==> src/rtl/haar_feature_calculator.sv <==
// Haar feature evaluator: fetches a descriptor (header + up to 3 weighted rectangles) from the
// feature ROM and accumulates weight * rect_sum from the integral image. Macro HAAR_FEAT_SAT_EN saturates the result.
module haar_feature_calculator #(
  parameter int DATA_WIDTH    = 32,
  parameter int II_STRIDE     = 321,
  parameter int II_ADDR_WIDTH = 17
) (
  input  logic                     clk,
  input  logic                     rst,
  input  logic                     calc_start,
  input  logic [11:0]              feature_index,
  input  logic [7:0]               win_x,
  input  logic [7:0]               win_y,
  output logic [DATA_WIDTH-1:0]    feature_value,
  output logic                     calc_done,
  output logic                     busy,
  output logic [13:0]              feat_rom_addr,
  input  logic [DATA_WIDTH-1:0]    feat_rom_data,
  output logic [II_ADDR_WIDTH-1:0] ii_addr,
  input  logic [DATA_WIDTH-1:0]    ii_data
);

  localparam int PROD_W = DATA_WIDTH + 8;
  localparam int ACC_W  = DATA_WIDTH + 10;

  typedef enum logic [3:0] {
    S_IDLE      = 4'd0,
    S_HDR_WAIT  = 4'd1,
    S_HDR       = 4'd2,
    S_RECT_WAIT = 4'd3,
    S_RECT      = 4'd4,
    S_C_WAIT    = 4'd5,
    S_C_CAP     = 4'd6,
    S_MAC       = 4'd7,
    S_DONE      = 4'd8
  } state_t;

  state_t                  state_q, state_d;
  logic [13:0]             base_q, base_d;
  logic [7:0]              wx_q, wx_d, wy_q, wy_d;
  logic [1:0]              num_rects_q, num_rects_d;
  logic [1:0]              rect_i_q, rect_i_d;
  logic [7:0]              weight_q, weight_d;
  logic [9:0]              col0_q, col0_d, col1_q, col1_d;
  logic [9:0]              row0_q, row0_d, row1_q, row1_d;
  logic [1:0]              corner_k_q, corner_k_d;
  logic [DATA_WIDTH-1:0]   corner_q [4];
  logic [DATA_WIDTH-1:0]   corner_d [4];
  logic [ACC_W-1:0]        acc_q, acc_d;
  logic [DATA_WIDTH-1:0]   feature_value_q, feature_value_d;
  logic                    calc_done_q, calc_done_d;
  logic                    busy_q, busy_d;
  logic [13:0]             feat_rom_addr_q, feat_rom_addr_d;
  logic [II_ADDR_WIDTH-1:0] ii_addr_q, ii_addr_d;

  logic [5:0]              rx_s, ry_s, rw_s, rh_s;
  logic [9:0]              col0_s, col1_s, row0_s, row1_s;
  logic [1:0]              next_k_s;
  logic [9:0]              next_col_s, next_row_s;
  logic [DATA_WIDTH-1:0]   rect_sum_s;
  logic signed [PROD_W-1:0] prod_s;
  logic                    mac_more_s;
  logic [DATA_WIDTH-1:0]   result_s;
  logic                    unused_rom_s;

  function automatic logic [II_ADDR_WIDTH-1:0] corner_addr(input logic [9:0] col,
                                                           input logic [9:0] row);
    logic [31:0] full;
    full = 32'(row) * 32'(II_STRIDE) + 32'(col);
    return full[II_ADDR_WIDTH-1:0];
  endfunction

`ifdef HAAR_FEAT_SAT_EN
  function automatic logic [DATA_WIDTH-1:0] clamp_acc(input logic [ACC_W-1:0] acc);
    logic [DATA_WIDTH-1:0] res;
    if (acc[ACC_W-1:DATA_WIDTH-1] == {(ACC_W-DATA_WIDTH+1){acc[ACC_W-1]}}) begin
      res = acc[DATA_WIDTH-1:0];
    end else if (acc[ACC_W-1]) begin
      res = {1'b1, {(DATA_WIDTH-1){1'b0}}};
    end else begin
      res = {1'b0, {(DATA_WIDTH-1){1'b1}}};
    end
    return res;
  endfunction
  assign result_s = clamp_acc(acc_q);
`else
  assign result_s = acc_q[DATA_WIDTH-1:0];
`endif

  // Rectangle word fields and its corner coordinates relative to the latched window.
  assign rx_s   = feat_rom_data[5:0];
  assign ry_s   = feat_rom_data[11:6];
  assign rw_s   = feat_rom_data[17:12];
  assign rh_s   = feat_rom_data[23:18];
  assign col0_s = {2'b00, wx_q} + {4'b0000, rx_s};
  assign col1_s = col0_s + {4'b0000, rw_s};
  assign row0_s = {2'b00, wy_q} + {4'b0000, ry_s};
  assign row1_s = row0_s + {4'b0000, rh_s};

  // Corner index bit 0 selects +w, bit 1 selects +h (A, B, C, D).
  assign next_k_s   = corner_k_q + 2'd1;
  assign next_col_s = next_k_s[0] ? col1_q : col0_q;
  assign next_row_s = next_k_s[1] ? row1_q : row0_q;

  assign rect_sum_s = corner_q[3] - corner_q[1] - corner_q[2] + corner_q[0];
  assign prod_s     = $signed({{DATA_WIDTH{weight_q[7]}}, weight_q})
                    * $signed({{8{rect_sum_s[DATA_WIDTH-1]}}, rect_sum_s});
  assign mac_more_s = ({1'b0, rect_i_q} + 3'd1) < {1'b0, num_rects_q};
  assign unused_rom_s = ^feat_rom_data;

  // Next-state and datapath update for the fetch / corner-read / accumulate sequence.
  always_comb begin
    state_d         = state_q;
    base_d          = base_q;
    wx_d            = wx_q;
    wy_d            = wy_q;
    num_rects_d     = num_rects_q;
    rect_i_d        = rect_i_q;
    weight_d        = weight_q;
    col0_d          = col0_q;
    col1_d          = col1_q;
    row0_d          = row0_q;
    row1_d          = row1_q;
    corner_k_d      = corner_k_q;
    corner_d        = corner_q;
    acc_d           = acc_q;
    feature_value_d = feature_value_q;
    calc_done_d     = 1'b0;
    busy_d          = busy_q;
    feat_rom_addr_d = feat_rom_addr_q;
    ii_addr_d       = ii_addr_q;

    case (state_q)
      S_IDLE: begin
        busy_d = 1'b0;
        // A request in the calc_done cycle is dropped; busy is still high there.
        if (calc_start && !calc_done_q) begin
          base_d          = {feature_index, 2'b00};
          wx_d            = win_x;
          wy_d            = win_y;
          feat_rom_addr_d = {feature_index, 2'b00};
          busy_d          = 1'b1;
          state_d         = S_HDR_WAIT;
        end else begin
          state_d = S_IDLE;
        end
      end
      S_HDR_WAIT: state_d = S_HDR;
      S_HDR: begin
        num_rects_d = feat_rom_data[1:0];
        acc_d       = {ACC_W{1'b0}};
        rect_i_d    = 2'd0;
        if (feat_rom_data[1:0] == 2'd0) begin
          state_d = S_DONE;
        end else begin
          feat_rom_addr_d = base_q + 14'd1;
          state_d         = S_RECT_WAIT;
        end
      end
      S_RECT_WAIT: state_d = S_RECT;
      S_RECT: begin
        weight_d   = feat_rom_data[31:24];
        col0_d     = col0_s;
        col1_d     = col1_s;
        row0_d     = row0_s;
        row1_d     = row1_s;
        corner_k_d = 2'd0;
        ii_addr_d  = corner_addr(col0_s, row0_s);
        state_d    = S_C_WAIT;
      end
      S_C_WAIT: state_d = S_C_CAP;
      S_C_CAP: begin
        corner_d[corner_k_q] = ii_data;
        if (corner_k_q != 2'd3) begin
          corner_k_d = next_k_s;
          ii_addr_d  = corner_addr(next_col_s, next_row_s);
          state_d    = S_C_WAIT;
        end else begin
          state_d = S_MAC;
        end
      end
      S_MAC: begin
        acc_d    = acc_q + {{2{prod_s[PROD_W-1]}}, prod_s};
        rect_i_d = rect_i_q + 2'd1;
        if (mac_more_s) begin
          feat_rom_addr_d = base_q + 14'd2 + {12'd0, rect_i_q};
          state_d         = S_RECT_WAIT;
        end else begin
          state_d = S_DONE;
        end
      end
      S_DONE: begin
        feature_value_d = result_s;
        calc_done_d     = 1'b1;
        state_d         = S_IDLE;
      end
      default: begin
        busy_d  = 1'b0;
        state_d = S_IDLE;
      end
    endcase
  end

  // State and datapath registers; rst aborts any request in flight.
  always_ff @(posedge clk or posedge rst) begin
    if (rst) begin
      state_q         <= S_IDLE;
      base_q          <= 14'd0;
      wx_q            <= 8'd0;
      wy_q            <= 8'd0;
      num_rects_q     <= 2'd0;
      rect_i_q        <= 2'd0;
      weight_q        <= 8'd0;
      col0_q          <= 10'd0;
      col1_q          <= 10'd0;
      row0_q          <= 10'd0;
      row1_q          <= 10'd0;
      corner_k_q      <= 2'd0;
      for (int i = 0; i < 4; i++) begin
        corner_q[i] <= {DATA_WIDTH{1'b0}};
      end
      acc_q           <= {ACC_W{1'b0}};
      feature_value_q <= {DATA_WIDTH{1'b0}};
      calc_done_q     <= 1'b0;
      busy_q          <= 1'b0;
      feat_rom_addr_q <= 14'd0;
      ii_addr_q       <= {II_ADDR_WIDTH{1'b0}};
    end else begin
      state_q         <= state_d;
      base_q          <= base_d;
      wx_q            <= wx_d;
      wy_q            <= wy_d;
      num_rects_q     <= num_rects_d;
      rect_i_q        <= rect_i_d;
      weight_q        <= weight_d;
      col0_q          <= col0_d;
      col1_q          <= col1_d;
      row0_q          <= row0_d;
      row1_q          <= row1_d;
      corner_k_q      <= corner_k_d;
      corner_q        <= corner_d;
      acc_q           <= acc_d;
      feature_value_q <= feature_value_d;
      calc_done_q     <= calc_done_d;
      busy_q          <= busy_d;
      feat_rom_addr_q <= feat_rom_addr_d;
      ii_addr_q       <= ii_addr_d;
    end
  end

  assign feature_value = feature_value_q;
  assign calc_done     = calc_done_q;
  assign busy          = busy_q;
  assign feat_rom_addr = feat_rom_addr_q;
  assign ii_addr       = ii_addr_q;

endmodule
==> config.mk <==
export PLATFORM = sky130hd
export DESIGN_NAME = haar_feature_calculator
export DESIGN_NICKNAME = d
export VERILOG_FILES = /design/src/rtl/haar_feature_calculator.sv
export SDC_FILE = /design/constraint.sdc
export NUM_CORES = 2
export LEC_CHECK = 0
export ABC_AREA = 1
export BUFFER_PORTS_ARGS = -buffer_cell sky130_fd_sc_hd__buf_2
export CAP_MARGIN = 20
export CELL_PAD_IN_SITES_DETAIL_PLACEMENT = 1
export CELL_PAD_IN_SITES_GLOBAL_PLACEMENT = 2
export CORE_ASPECT_RATIO = 0.5
export CORE_UTILIZATION = 41
export DETAILED_ROUTE_END_ITERATION = 8
export GPL_TIMING_DRIVEN = 0
export PLACE_DENSITY = 0.88
export SLEW_MARGIN = 30
export SYNTH_ARGS = -nofsm -noshare
export SYNTH_HDL_FRONTEND = slang
export SYNTH_SLANG_ARGS = --single-unit
==> constraint.sdc <==
create_clock -name clk -period 31.5 [get_ports clk]
set_clock_uncertainty 0.15 [all_clocks]
set_input_delay 6.3 -clock clk [delete_from_list [all_inputs] [get_ports clk]]
set_output_delay 6.3 -clock clk [all_outputs]
set_load 0.02 [all_outputs]
==> results by group <==
Global routing
  • Initial antenna violation count: 1
  • Total grt overflow: 0
  • Met2 usage: 0.433
  • All-Layer GR Usage: 0.249
  • First-pass GRT wire length: 135000 um
  • Pin count of the biggest net entering global routing: 89
  • Vias in the first global route: 25500
  • Busiest grt layer: met2
  • Grt met1 use: 0.339
  • Met3 Track Usage GR: 0.0255

Logic synthesis
  • Post-synth EDFFs: 0
  • Yosys warnings: 0
  • Post-synth top cells: 710 x nand2_1, 672 x inv_1, 351 x nor2_1
  • Top-count cell post-synth: nand2_1
  • Avg Synthesized Cell Area: 7.95 um2
  • Largest cells by area after synthesis: dfrtp_1 28%, fa_1 17%, ha_1 13%, nand2_1 9.6%, inv_1 9.1%
  • Mapped Area: 27700 um2
  • Top cell type's share of synthesized area: 0.279
  • Syn nets: 4097
  • Post-synth top area cell: dfrtp_1
  • Yosys cell types: 52
  • Sequential-to-total area share from yosys stat: 0.279
  • Async S/R FF share, synth: 1.00
  • Yosys reg bits: 309
  • Synth Instances: 3489
  • Top_reg_cell synth: dfrtp_1

Placement
  • Dpl hpwl: 67700 um
  • RePlAce Congestion: 0.867
  • Port bufs: 159

Drt
  • Via count: 23500
  • DR WL/cell: 18.1 um
  • First drt pass iteration count: 7
  • Routed Antenna Nets: 0
  • DRC viols: 0
  • WL final: 83200 um
  • DR vias/cell: 5.12
  • 1st-iter DRT viols: 1196

Timing
  • Hold Fails Final Rpt: 0
  • Total negative setup slack: 0 ns
  • Fmax achieved: 0.0939 GHz
  • RSZ-0062 raised after global routing: false
  • Final max-slew violation count: 0
  • Post-route minimum period: 10.65 ns
  • Crit share post-route: 0.338
  • Setup violations, final: 0
  • Tightest Pin Transition: 0.930 ns
  • Worst rel slew slack: 0.375

Setup path
  • CP max FO: 5
  • Crit-path slowest cell: fa_1
  • Worst Setup End Kind: flip-flop
  • WP data arrival: 11.05 ns
  • Crit-path leading delay family: adder cells
  • CP cell instances: buf_2, ha_1, fa_1, a21oi_1, o21bai_1, a21oi_1, o21ai_0, or2_2, nand2_1, inv_1, ha_1, ha_1, ha_1, ha_1, ha_1, ha_1, a21oi_1, nor2_1, nor2_1, o21ai_0, xnor2_1, a21oi_1, a21oi_1
  • CP bufs+invs: 2
  • Most frequent CP cell: ha_1
  • CP required: 31.90 ns
  • CP Launch Type: primary input
  • Setup CP Type: in -> reg
  • Max incr delay on CP: 0.40 ns

Floorplan
  • IO Pins: 160
  • DIE HEIGHT: 186 um
  • Die X: 370 um
  • Initial Util: 0.421
  • Die area: 68700 um2
  • Cell Rows: 66
  • Core Area: 65900 um2

CTS
  • Clk Latency, worst-skew pair: 0.62 ns
  • Reg clk slew, reported paths: 0.07 ns
  • Post-CTS Setup Inserts: 0
  • Root Buffer: clkbuf_16
  • Post-CTS Resized: 0
  • Sink Count: 309
  • CTS tree: done
  • CTS HTree Levels: 1
  • Hold-fix buffer count after cts: 0
  • Cts bufs inserted: 31
  • Max Root-Sink Buffers: 3

Finish
  • Share of layout cells above drive strength 1: 0.0771
  • Fillers: 8219
  • Syn-to-layout area delta: 11.3%
  • NumNets Final: 4292

Outcome
  • Status: completed

Job
  • Max cap viols: 0

Hold path
  • Hold Crit Class: reg -> reg
final timing paths:
| path | end | depth (start not counted) | startpoint | slack [ns] |
|---|---|---|---|---|
| max | ii_addr[16] | 23 | feat_rom_data[6] | 20.85 |
| min | row0_q[0] | 2 | row0_q[0] | 0.32 |
| max reg2reg | acc_q[31] | 47 | corner_q[0] | 21.76 |
| min reg2reg | row0_q[0] | 2 | row0_q[0] | 0.32 |
| max in group asynchronous | weight_q[1] | 4 | rst | 24.34 |
| min in group asynchronous | ii_addr[16] | 2 | rst | 5.56 |
layout make-up:
class	count	area, um2	area share
timing repair buffer	162	878	0.0285
tap	884	1110	0.0358
clock buffer	41	863	0.0280
sequential	309	7730	0.251
buffer	86	337	0.0109
clock inverter	17	267	0.00864
antenna	1	2.50	0.0000811
inverter	680	2560	0.0830
multi-input combinational	2414	17100	0.555
cells in the final DEF, fill, tap and decap left out, types with 4 or more instances in the layout:
master	n
a21o_1	4
o21bai_1	10
dfrtp_1	309
or2_2	10
o22ai_1	25
nand3b_1	6
mux2_2	14
clkbuf_16	31
fa_1	230
o21ai_0	297
clkinv_2	5
o21ai_1	5
nor3_1	18
nand4_1	6
inv_1	671
nor2_2	6
nor2_1	351
nand3_1	81
o211ai_1	4
xor2_1	66
clkbuf_8	5
a21oi_1	167
a221oi_1	6
inv_2	4
nand2_2	17
clkbuf_1	84
xnor2_1	28
ha_1	283
nand2_1	710
a31oi_1	26
o31ai_1	6
buf_2	164
bufinv_16	6
clkinv_1	4
a21boi_0	4
nand3_2	5
stage by stage:
step           area, um2  std cells   util  setup slack (ns)  hold WS, ns
2_1_floorplan      27700       3489      -             16.51        0.292
3_3_place_gp       29600       4532  0.450             12.20        0.303
3_5_place_dp       29700       4535  0.451             20.17        0.309
4_1_cts            30900       4593  0.468             20.81        0.326
5_1_grt            30900       4593  0.468             20.49        0.340
6_report           30900       4594  0.468             20.85        0.325
worst min-delay path, stage by stage, from the launching register on:
cell,delay (ns)
dfrtp_1,0.34
nand2_1,0.06
nand2_1,0.05
kinds of logic after synthesis:
group / Yosys count / synth area share
xor gates and xnor gates: 94 / 0.0297
buffers and inverters: 766 / 0.104
adders and majority gates: 513 / 0.294
muxes: 14 / 0.00569
and+or+nand+nor: 1221 / 0.177
DFF: 309 / 0.279
AOI/OAI and AO/OA: 572 / 0.111
metal layers:
layer	wire, um	vias to the layer above
met5	0	-
met4	1380	0
met3	2650	74
met2	39900	330
met1	39300	11800
li1	-	11300
state kept, by name, summed over array words and instances (netlist names), 10 cells and up:
register,count
acc_q,32
col1_q,10
base_q,12
ii_addr,17
feature_value,32
feat_rom_addr,14
corner_q,128
row1_q,10
Power is not shown: default switching activity piles up to over one toggle a cycle in this logic, so the estimate is an artifact.
